`src/rtl/prob2_parta.sv`:
```
// Loadable up/down counter with count enable, synchronous active-low clear and
// a combinational terminal-count flag. Define COUNTER_SATURATE_EN to saturate instead of wrap.
module prob2_parta #(
    parameter int WIDTH = 4
) (
    input  logic             clk,
    input  logic             clr,
    input  logic             enable,
    input  logic             load,
    input  logic             up,
    input  logic [WIDTH-1:0] D,
    output logic [WIDTH-1:0] Q,
    output logic             Co
);

    localparam logic [WIDTH-1:0] ALL_ONES = '1;
    localparam logic [WIDTH-1:0] ZERO     = '0;
    localparam logic [WIDTH-1:0] ONE      = {{(WIDTH-1){1'b0}}, 1'b1};

    logic at_top;
    logic at_bottom;

    // Next count for one enabled step; wraps or clamps at the ends.
    function automatic logic [WIDTH-1:0] step(input logic [WIDTH-1:0] q, input logic dir);
`ifdef COUNTER_SATURATE_EN
        if (dir && (q == ALL_ONES))
            return q;
        else if (!dir && (q == ZERO))
            return q;
        else
            return dir ? (q + ONE) : (q - ONE);
`else
        return dir ? (q + ONE) : (q - ONE);
`endif
    endfunction

    assign at_top    = (Q == ALL_ONES);
    assign at_bottom = (Q == ZERO);

    // Flag looks at the live inputs so it leads the wrap by one cycle; clear masks it.
    assign Co = clr & enable & ~load & ((up & at_top) | (~up & at_bottom));

    always_ff @(posedge clk) begin
        if (!clr)
            Q <= ZERO;
        else if (load)
            Q <= D;
        else if (enable)
            Q <= step(Q, up);
    end

endmodule

```
`config.mk`:
```
export PLATFORM = sky130hd
export DESIGN_NAME = prob2_parta
export DESIGN_NICKNAME = d
export VERILOG_FILES = /design/src/rtl/prob2_parta.sv
export SDC_FILE = /design/constraint.sdc
export NUM_CORES = 1
export LEC_CHECK = 0
export CORE_AREA = 2 2 39 41
export CTS_BUF_LIST = sky130_fd_sc_hd__clkbuf_8 sky130_fd_sc_hd__clkbuf_16
export CTS_CLUSTER_DIAMETER = 80
export DETAILED_ROUTE_END_ITERATION = 12
export DIE_AREA = 0 0 41 43
export SYNTH_ARGS = -nofsm -noshare
export SYNTH_HDL_FRONTEND = slang
export SYNTH_SLANG_ARGS = --single-unit
```
`constraint.sdc`:
```
create_clock -name clk -period 2.8 [get_ports clk]
set_input_delay 0.42 -clock clk [delete_from_list [all_inputs] [get_ports clk]]
set_output_delay 0.42 -clock clk [all_outputs]
set_load 0.03 [all_outputs]
```
==> impl_metrics.csv <==
group,metric,value,unit
placement,io_buffers,13,
cells_and_area,nNetsFinal,69,
status,status,"finished, final reports clean",
power_and_ir_drop,p_per_area,505,nW/um2
sta,hold_viol,0,
critical_path,critPathLaunchType,"input pin",
sta,timing.final.crit_period,2.44,ns
global_route,antenna_found_initial,0,
clocking,clock-root-buffer,"clkbuf_8",
routing,first_pass_iters,4,
floorplanning,placementRows,14,
sta,finalCritPeriodShare,87.1,%
clocking,worst_skew_pair.late_latency,0.21,ns
sta,setup_tns,0,ns
clocking,hold_buffers,0,
routing,drt-total-wl,742,um
sta,worst_pin_slew,0.305,ns
clocking,cts_setup_buffers,0,
synthesis,synth_top_family_by_area,"simple AND/OR/NAND/NOR gates",
critical_path,cp-end-kind,"primary output",
cells_and_area,multi_input_area,224,um2
clocking,clk_pin_slew,0.03,ns
clocking,cts_tree,"done",
cells_and_area,postLayoutCoreUtil,37.2,%
synthesis,netlist-cell-type-count,23,
routing,initialDrtViolationCount,2,
synthesis,synth_area,317,um2
power_and_ir_drop,ir_drop,0.225,mV
sta,drv_slew,0,
synthesis,syn_nets,51,
routing,ant_nets,0,
routing,dr_wl_met2,345,um
critical_path,startpoint,"clr",
cells_and_area,regArea,80.1,um2
cells_and_area,drive_above_1_share,12.7,%
routing,met1_length,342,um
critical_path,arrival,2.02,ns
routing,wl_met3,54,um
critical_path,path_class,"input pin to primary output",
synthesis,ys_seq_area_share,25.3,%
global_route,grt_pass1_vias,317,
synthesis,yosys.area_share.adder,14.2,%
synthesis,synth_edf_count,0,
global_route,grt_overflow,0,
cells_and_area,top_register,"Q",
floorplanning,start_util,22.9,%
routing,viasPerCell,4.69,
synthesis,synth_warnings,0,
routing,drc_errors,0,
cells_and_area,largest_register_ff_count,4,
cells_and_area,antenna_cells,0,
sta,grt_setup_unrepaired,"false",
critical_path,r2r_slack,1.34,ns
global_route,grt_max_degree,9,
placement,gp_congestion,0.687,
critical_path,worst-path-max-fanout,5,
synthesis,ys_seq_elements,4,
routing,dr.max_layer_used,"met3",
routing,vias,333,
synthesis,dominantRegCellSynth,"dfxtp_1",
synthesis,syn_inst,39,
synthesis,yosys.area_share.simple,24.1,%
placement,hpwl,611,um
floorplanning,core_area,1380,um2
critical_path,worstPathRequired,2.38,ns
clocking,cts_resized,0,
power_and_ir_drop,cellLeakagePower,0.212,nW
min_path,hold_path_class,"register to register",
sta,slew_headroom,79.6,%
floorplanning,pin_count,14,
cells_and_area,fillers,159,
critical_path,r2r-start,"Q[0]",
placement,placed_cells,68,
synthesis,synth_mux_area_share,3.16,%
job,maxCapViolCount,0,
cells_and_area,syn2layout_area_growth,62.5,%
min_path,hp-start,"Q[2]",
global_route,grt.total_usage,10.6,%
synthesis,synth_compound_gate_area_share,20.9,%
routing,detail_route.wl_per_cell,10.5,um
clocking,htreeDepth,1,
clocking,clk_path_buf_depth,2,
global_route,grt_pass1_wl,1280,um
clocking,cts.sink_count,4,
sta,setup_violations,0,
cells_and_area,fin_cells,71,
clocking,cts_made_buffers,3,
synthesis,synthArstFlopShare,0,%
placement,placed_cell_area,473,um2
synthesis,syn_area_per_cell,8.12,um2
floorplanning,dieHeight,43,um
synthesis,synth_xor_area_share,8.30,%
floorplanning,die_width,41,um
cells_and_area,stdcell_area,514,um2
critical_path,r2r-end,"Q[2]",
floorplanning,die_area,1760,um2
sta,skew,0.00116,ns
min_path,hold_end,"Q[2]",
min_path,hold_depth,3,
cells_and_area,largest_registers,"Q (4)",
sta,max_freq,410,MHz
critical_path,reg2regPathDepth,4,
==> logic make-up (layout without fill, tap and decap cells) <==
family,Yosys count,count (layout)
xor+xnor,3,3
flops,4,4
compound gates,9,9
fa+ha+maj,3,3
mux,1,1
buf+inv,3,19
simple gates,16,16
==> synth_stat cells, types with 2 or more instances <==
library cell / instances / area share (%)
o21ai_0: 3 / 4.7
ha_1: 2 / 7.9
nand2_1: 6 / 7.1
nor2_1: 2 / 2.4
xnor2_1: 2 / 5.5
dfxtp_1: 4 / 25
and2_1: 2 / 4.0
nand3_1: 3 / 4.7
==> report_power, final <==
part	switching (mW)	internal, mW	leakage (nW)
sequential	0.00767	0.0623	0.0332
clock	0.0277	0.0915	0.0216
combinational	0.0329	0.0379	0.158
total	0.0682	0.192	0.212
==> critical path: stages <==
cell             delay [ns]
clkdlybuf4s50_1        0.53
nand2_1                0.07
nor2_1                 0.11
a21boi_0               0.19
clkdlybuf4s50_1        0.69
==> worst max path at each step <==
stage | endpoint
final | Co
after detailed placement | Co
after global placement | Co
after floorplan | Co
after CTS | Co
after global routing | Co
==> stage by stage <==
stage	hold WS (ns)	total power [mW]	setup WS, ns
after floorplan	0.542	0.111	0.781
after global placement	0.659	0.140	0.368
after detailed placement	0.691	0.142	0.343
after CTS	0.697	0.267	0.348
after global routing	0.748	0.278	0.235
final	0.693	0.260	0.362
==> cell usage in the layout (no fill, tap or decap), drive strengths merged <==
master         instances
a211o                  1
a21boi                 2
a21o                   1
a21oi                  1
a32o                   1
and2                   2
and3                   1
buf                    2
clkbuf                 3
clkdlybuf4s50         13
dfxtp                  4
fa                     1
ha                     2
inv                    1
mux2i                  1
nand2                  6
nand2b                 1
nand3                  3
nor2                   2
nor4                   1
o21ai                  3
xnor2                  2
xor2                   1
==> final cells by class <==
type / count / share of cell area [%]
Multi-Input combinational cell: 32 / 43.6
Sequential cell: 4 / 15.6
Clock buffer: 3 / 8.03
Inverter: 1 / 0.730
Timing Repair Buffer: 15 / 28.2
Tap cell: 16 / 3.89
==> layer usage <==
metal / global-route usage (%) / up-vias
met4: 6.00 / 0
met5: 0 / -
met3: 3.14 / 0
met1: 13.5 / 149
met2: 15.3 / 13
li1: - / 171
Power figures use the tool's default switching activity.
